[src/rtl/frame_buffer_writer.sv]
// Avalon-MM burst-write master that packs a 32-bit pixel stream two per word
// and fills one frame of the SDRAM frame buffer in fixed-length bursts.
module frame_buffer_writer #(
    parameter logic [29:0] ADDRESS      = 30'h3800_0000,
    parameter int          LENGTH       = 800*480*4,
    parameter int          BURST_LENGTH = 16
) (
    input  logic        clock,
    input  logic        reset,
    input  logic        frame_start,
    input  logic [31:0] pixel,
    input  logic        pixel_valid,
    output logic        pixel_ready,
    output logic [28:0] address,
    output logic [7:0]  burstcount,
    output logic        write,
    output logic [63:0] writedata,
    output logic [7:0]  byteenable,
    input  logic        waitrequest,
    output logic        busy,
    output logic        frame_done
);

    localparam int PIX_TOTAL  = LENGTH / 4;
    localparam int WORD_TOTAL = LENGTH / 8;
    localparam int DEPTH      = 2 * BURST_LENGTH;
    localparam int AW         = $clog2(DEPTH);
    localparam int CW         = $clog2(DEPTH + 1);
    localparam int PW         = $clog2(PIX_TOTAL + 1);
    localparam int WW         = $clog2(WORD_TOTAL + 1);
    localparam logic [28:0] BASE = 29'(ADDRESS >> 3);

    typedef enum logic [1:0] {
        S_IDLE,
        S_FILL,
        S_BURST,
        S_DONE
    } state_t;

    state_t          state_q, state_d;
    logic [31:0]     half_q, half_d;
    logic            half_vld_q, half_vld_d;
    logic [AW-1:0]   wptr_q, wptr_d;
    logic [AW-1:0]   rptr_q, rptr_d;
    logic [CW-1:0]   cnt_q, cnt_d;
    logic [PW-1:0]   pix_q, pix_d;
    logic [WW-1:0]   word_q, word_d;
    logic [7:0]      beat_q, beat_d;
    logic [28:0]     addr_q, addr_d;
    logic [63:0]     mem_q [DEPTH];

    logic fifo_full;
    logic accept;
    logic push;
    logic pop;

    assign fifo_full   = (cnt_q == CW'(DEPTH));
    assign busy        = (state_q == S_FILL) || (state_q == S_BURST);
    // A full FIFO can still take one pixel into the empty half register.
    assign pixel_ready = busy && (pix_q < PW'(PIX_TOTAL))
                         && (!fifo_full || !half_vld_q);
    assign accept      = pixel_valid && pixel_ready;
    assign push        = accept && half_vld_q;
    assign write       = (state_q == S_BURST);
    assign pop         = write && !waitrequest;
    assign writedata   = write ? mem_q[rptr_q] : '0;
    assign address     = addr_q;
    assign burstcount  = 8'(BURST_LENGTH);
    assign byteenable  = 8'hFF;
    assign frame_done  = (state_q == S_DONE);

    // Next-state logic for the burst FSM, packer, FIFO pointers and counters.
    always_comb begin
        state_d    = state_q;
        half_d     = half_q;
        half_vld_d = half_vld_q;
        wptr_d     = wptr_q;
        rptr_d     = rptr_q;
        cnt_d      = cnt_q;
        pix_d      = pix_q;
        word_d     = word_q;
        beat_d     = beat_q;
        addr_d     = addr_q;

        if (accept) begin
            pix_d = pix_q + PW'(1);
            if (half_vld_q) begin
                half_vld_d = 1'b0;
            end else begin
                half_d     = pixel;
                half_vld_d = 1'b1;
            end
        end
        if (push) begin
            wptr_d = (wptr_q == AW'(DEPTH - 1)) ? '0 : wptr_q + AW'(1);
        end
        if (pop) begin
            rptr_d = (rptr_q == AW'(DEPTH - 1)) ? '0 : rptr_q + AW'(1);
        end
        unique case ({push, pop})
            2'b10:   cnt_d = cnt_q + CW'(1);
            2'b01:   cnt_d = cnt_q - CW'(1);
            default: cnt_d = cnt_q;
        endcase

        unique case (state_q)
            S_IDLE: begin
                if (frame_start) begin
                    state_d    = S_FILL;
                    addr_d     = BASE;
                    pix_d      = '0;
                    word_d     = '0;
                    beat_d     = '0;
                    half_vld_d = 1'b0;
                    wptr_d     = '0;
                    rptr_d     = '0;
                    cnt_d      = '0;
                end
            end
            S_FILL: begin
                if (cnt_q >= CW'(BURST_LENGTH)) begin
                    state_d = S_BURST;
                end
            end
            S_BURST: begin
                if (pop) begin
                    if (beat_q == 8'(BURST_LENGTH - 1)) begin
                        beat_d  = '0;
                        addr_d  = addr_q + 29'(BURST_LENGTH);
                        word_d  = word_q + WW'(BURST_LENGTH);
                        state_d = (word_q + WW'(BURST_LENGTH) == WW'(WORD_TOTAL))
                                  ? S_DONE : S_FILL;
                    end else begin
                        beat_d = beat_q + 8'd1;
                    end
                end
            end
            S_DONE: begin
                state_d = S_IDLE;
            end
            default: begin
                state_d = S_IDLE;
            end
        endcase
    end

    // State and counter registers with synchronous reset.
    always_ff @(posedge clock) begin
        if (reset) begin
            state_q    <= S_IDLE;
            half_q     <= '0;
            half_vld_q <= 1'b0;
            wptr_q     <= '0;
            rptr_q     <= '0;
            cnt_q      <= '0;
            pix_q      <= '0;
            word_q     <= '0;
            beat_q     <= '0;
            addr_q     <= BASE;
        end else begin
            state_q    <= state_d;
            half_q     <= half_d;
            half_vld_q <= half_vld_d;
            wptr_q     <= wptr_d;
            rptr_q     <= rptr_d;
            cnt_q      <= cnt_d;
            pix_q      <= pix_d;
            word_q     <= word_d;
            beat_q     <= beat_d;
            addr_q     <= addr_d;
        end
    end

    // FIFO storage; the first pixel of a pair lands in the low half.
    always_ff @(posedge clock) begin
        if (push) begin
            mem_q[wptr_q] <= {pixel, half_q};
        end
    end

endmodule

[config.mk]
export PLATFORM = sky130hd
export DESIGN_NAME = frame_buffer_writer
export DESIGN_NICKNAME = d
export VERILOG_FILES = /design/src/rtl/frame_buffer_writer.sv
export SDC_FILE = /design/constraint.sdc
export NUM_CORES = 2
export LEC_CHECK = 0
export BUFFER_PORTS_ARGS = -buffer_cell sky130_fd_sc_hd__buf_4
export CORE_UTILIZATION = 50
export DETAILED_ROUTE_END_ITERATION = 12
export GPL_TIMING_DRIVEN = 0
export HOLD_SLACK_MARGIN = 0.02
export PLACE_DENSITY = 0.68
export SLEW_MARGIN = 20
export SYNTH_ARGS = -nofsm -noshare
export SYNTH_HDL_FRONTEND = slang
export SYNTH_SLANG_ARGS = --single-unit
[constraint.sdc]
create_clock -name clock -period 9.6 [get_ports clock]
set_input_delay 1.92 -clock clock [delete_from_list [all_inputs] [get_ports clock]]
set_output_delay 1.92 -clock clock [all_outputs]
set_load 0.1 [all_outputs]
======== Word-level counts from Yosys, hierarchy flattened ========
Memory sizes are Yosys's and may differ from the RTL's. A register that Yosys moved wholly into a read port is not among the register bits.
Cells that the tools add are included.
cells by class
  add/sub/neg operators ................... 8
  multiplexer cells ....................... 40
  divide/modulo/power cells ............... 0
  shifts and indexed selects .............. 0
  equal/unequal tests ..................... 14
  $lt $le $gt $ge ......................... 2
  reduce and logical (&&, ||, !) cells .... 16
  bitwise logic cells ..................... 1
  $mul .................................... 0
operator list
  kind                     number
  $mux W29                 3
  $mux W64                 1
  $pmux W29 S2             1
  $mux W19                 3
  $mux W18                 3
  $mux W5                  9
  $pmux W18 S2             1
  $add A29 B5 Y29 const B  1
  $mux W8                  3
  $add A19 B1 Y19 const B  1
  $lt A19 B19 Y1 const B   1
  $add A18 B5 Y18 const B  1
  $eq A18 B18 Y1 const B   1
  $pmux W8 S2              1
  $mux W6                  2
  $pmux W6 S2              1
  $add A5 B1 Y5 const B    2
  $eq A5 B5 Y1 const B     2
  $mux W2                  5
  $add A8 B1 Y8 const B    1
  $eq A8 B4 Y1 const B     1
  $pmux W2 S4              1
  $reduce_and A4 Y1        2
  $add A6 B1 Y6 const B    1
  other kinds (16)         33
word-level totals
  memory bits (read-only) ................. 0
  memory bits (writable) .................. 2048
  bits in latches ......................... 0
  memories ................................ 1
  output and inout bits ................... 113
  bits in registers ....................... 125
  logic and storage cells ................. 92
  input port bits ......................... 37
memory list
  memory  words  width  read ports  clocked after memory_dff  wr ports  RTL line  source
  mem_q   32     64     1           1                         1         50        logic [63:0] mem_q [DEPTH];

======== Logic depth before layout (Yosys ltp) ========
  word-level depth ........................ 10
  mapped depth ............................ 14
  depth with buffers taken out ............ 14

======== Least setup slack after synthesis ========
OpenSTA, ideal clock, no wires.
  path type ............................... input to register
  start point ............................. input port pixel_valid
  end point ............................... memory mem_q[31][0], enable pin
  path slack .............................. 3.109 ns
  setup time .............................. 0.487 ns
  buffers on the path ..................... 1
  stages on the path ...................... 6
  arrival ................................. 6.004 ns
  data required time ...................... 9.113 ns
  cell sequence ........................... inv_1 a211oi_1 ha_1 clkbuf_1 nand2_1 nor2_1
on the way
  word-level cells in the longest chain between the ends .. 4
ends and longest elaborated chain
  element                        RTL line  source
  from (decl)                    12        input logic pixel_valid,
  $logic_and A1 B1 Y1            62        assign accept = pixel_valid && pixel_ready;
  $logic_and A1 B1 Y1            63        assign push = accept && half_vld_q;
  $mux W1                        176       if (push) begin
  $mux W1 (not written as such)  177       mem_q[wptr_q] <= {pixel, half_q};
  to (decl)                      50
Every way passes these cells.

==> metrics <==
total CTS buffers=210; Post-Syn Area=83500 µm²; CTS Buffer Depth=3; Synth Flop Type=edfxtp_1; fin. max-slew vios=0; CTS HTree Levels=4; post-CTS sizing=0; Post-DP HPWL=148000 µm; worst vdd ir=roughly 0.00021 V; Leak=0.0299 µW; FP Rows=~150; Critical path origin=rptr_q[1]$_SDFF_PP0_; Via density=between 6 and 7; wire per inst=roughly 33 µm; dpl cells=6394; Worst Path Required=7.68 ns; count of hold-fix buffers inserted at cts=0; pin count of the biggest net entering global routing=34; final instance area=97000 µm²; register-to-register setup slack=roughly 4.7 ns; commonest non-fill, non-tap cell in the layout=edfxtp_1; gr usage total=a little over a quarter; max_slew headroom=~22%; Sinks on Clock Net=2165; commonest non-fill, non-tap cells in the layout=edfxtp_1 (2048), mux4_2 (576), clkbuf_16 (215), nor2_1 (211), clkbuf_1 (162); Slew @ Worst Pin=~1.2 ns; reg2reg end=mem_q[28][40]$_DFFE_PP_; Post-Route WL=~220000 µm; sequential fraction of the synthesis area=76.4%; CP Class=flop to primary output; remaining antenna violation count=0; Max Cap Violations=0; area delta synth->final=16.2%; Placer Congestion=0.816; status=completed; Core Region=165000 µm²; period utilization=81.2%; endpoints failing setup=0; initial antenna violation count=7; Post-CTS Setup Inserts=0; Final Hold Fails=0; CTS root buffer=clkbuf_16; number of global-route vias before repair=~42000; first-pass GRT wire length=313000 µm; # DRC=0; end point of the critical path=writedata[2]; top post-synthesis cells by area=edfxtp_1 (74%), mux4_2 (16%), dfxtp_1 (2.8%); leading area contributor after synthesis=edfxtp_1; die area=between 150000 and 200000 µm²; layout cells sized above 1=27.9%; count of input and output buffers=129; I/O Pins=150; clock latency on the worst-skew pair=0.87 ns; Post-synth EDFFs=2048; Initial Util=about 50%; Arr. time, crit path=5.88 ns; total power=20200 µW; Period minus WS final=7.80 ns; Die Width=about 400 µm; Syn Area/Cell=~21 µm²; DP Area=90400 µm²; post-synthesis cell count=a little under 4000; RR Startpoint=state_q[1]$_SDFFE_PP0P_; reg2reg path depth=10; final core utilization=roughly 59%; multi-input logic area=approximately 19000 µm²; Remaining Overflow, GRT=0; Via Count=43500; First-pass DRT Iterations=5; FMAX=about 130 MHz; asr flop ratio synth=0%; Netlist cell types=61; area share of the largest cell type after synthesis=73.6%; CP Launch Type=flop; final hold slack=0.481 ns; yosys warns=0; DRT iter0 DRCs=5589; Yosys reg bits=2165; clock slew at reported path FFs=0.06 ns; Post-Route Skew=0.0544 ns; CTS tree=built; fill count=11700; HP Class=flop to flop; FF+latch area=~64000 µm²; RSZ-0062 raised after global routing=false; Crit Path Max Fanout=11; power per standard cell area=208 nW/µm²; Die Y=~410 µm; final cell count without fillers=6793; CP endpoint kind=primary output; final net count=4476
through the flow:
step | worst slack [ns] | setup TNS (ns)
finish | 1.80 | 0
global route | 1.66 | 0
CTS | 1.77 | 0
detailed placement | 2.66 | 0
global placement | -1.96 | -2534.91
floorplan | 3.11 | 0
layer usage:
metal	up-vias	global-route usage, %	share of wire (%)
li1	17400	-	-
met1	23100	37.6	39
met2	2667	41.6	48
met3	383	5.27	10
met4	2	8.22	2.9
met5	-	0	0.0032
layout make-up:
class	count	area share, %
multi-input cells	1524	19.5
clock buffers	263	5.77
flip-flops and latches	2165	65.8
inverters	22	0.0851
well taps	2189	2.82
diodes	5	0.0129
repair buffers	254	3.87
clock inverters	131	1.04
plain buffers	240	1.10
how the worst min path moves through the flow:
stage,from,to,cells past startpoint
floorplan,pix_q[17]$_SDFF_PP0_,pix_q[17]$_SDFF_PP0_,2
global placement,pix_q[17]$_SDFF_PP0_,pix_q[17]$_SDFF_PP0_,2
CTS,pix_q[17]$_SDFF_PP0_,pix_q[17]$_SDFF_PP0_,2
detailed placement,pix_q[17]$_SDFF_PP0_,pix_q[17]$_SDFF_PP0_,2
global route,pix_q[17]$_SDFF_PP0_,pix_q[17]$_SDFF_PP0_,2
finish,pix_q[17]$_SDFF_PP0_,pix_q[17]$_SDFF_PP0_,2
report_power, final:
part           switching [µW]  internal [µW]  total, µW
sequential                279          10600      10900
clock                    3530           4400       7930
combinational            1010            416       1430
total                    4820          15400      20200
kinds of logic (layout without fill, tap and decap cells):
logic type	after synthesis	in the layout	share of synthesized area, %
other cells	2	25	0.00899
buf+inv	262	910	1.32
fa+ha+maj	22	22	0.330
flops	2165	2165	76.4
xor+xnor	32	32	0.336
simple gates	448	448	2.43
compound gates	321	321	2.34
mux	681	681	16.8
state kept, by name (all words and copies together), names as in the netlist:
| name | cells |
|---|---|
| address | 25 |
| beat_q | 8 |
| cnt_q | 6 |
| half_q | 32 |
| half_vld_q | 1 |
| mem_q | 2048 |
| pix_q | 19 |
| rptr_q | 5 |
| state_q | 2 |
| word_q | 14 |
| wptr_q | 5 |
cells in the mapped netlist (all sizes together) (4+ instances only):
library cell / n
a2111oi: 5
a211oi: 74
a21oi: 96
a31o: 4
a31oi: 4
and2: 5
and3: 13
and4: 4
buf: 107
clkbuf: 133
dfxtp: 117
edfxtp: 2048
ha: 22
inv: 21
mux2i: 104
mux4: 576
nand2: 58
nand2b: 9
nand3: 28
nand3b: 5
nand4: 16
nor2: 243
nor3: 22
nor4: 13
o21a: 4
o21ai: 104
o31ai: 6
or3: 19
or4: 6
xnor2: 23
xor2: 9
critical path, cell delays in order, from the launching register on:
cell and delay, ns:
dfxtp_1 0.36, buf_2 0.57, clkbuf_2 0.43, buf_2 0.43
buf_1 0.78, clkbuf_1 0.82, mux4_2 0.36, o21ai_0 0.11
nor2_1 0.70, buf_4 0.42
No activity file was read; power rests on OpenSTA's default activity.
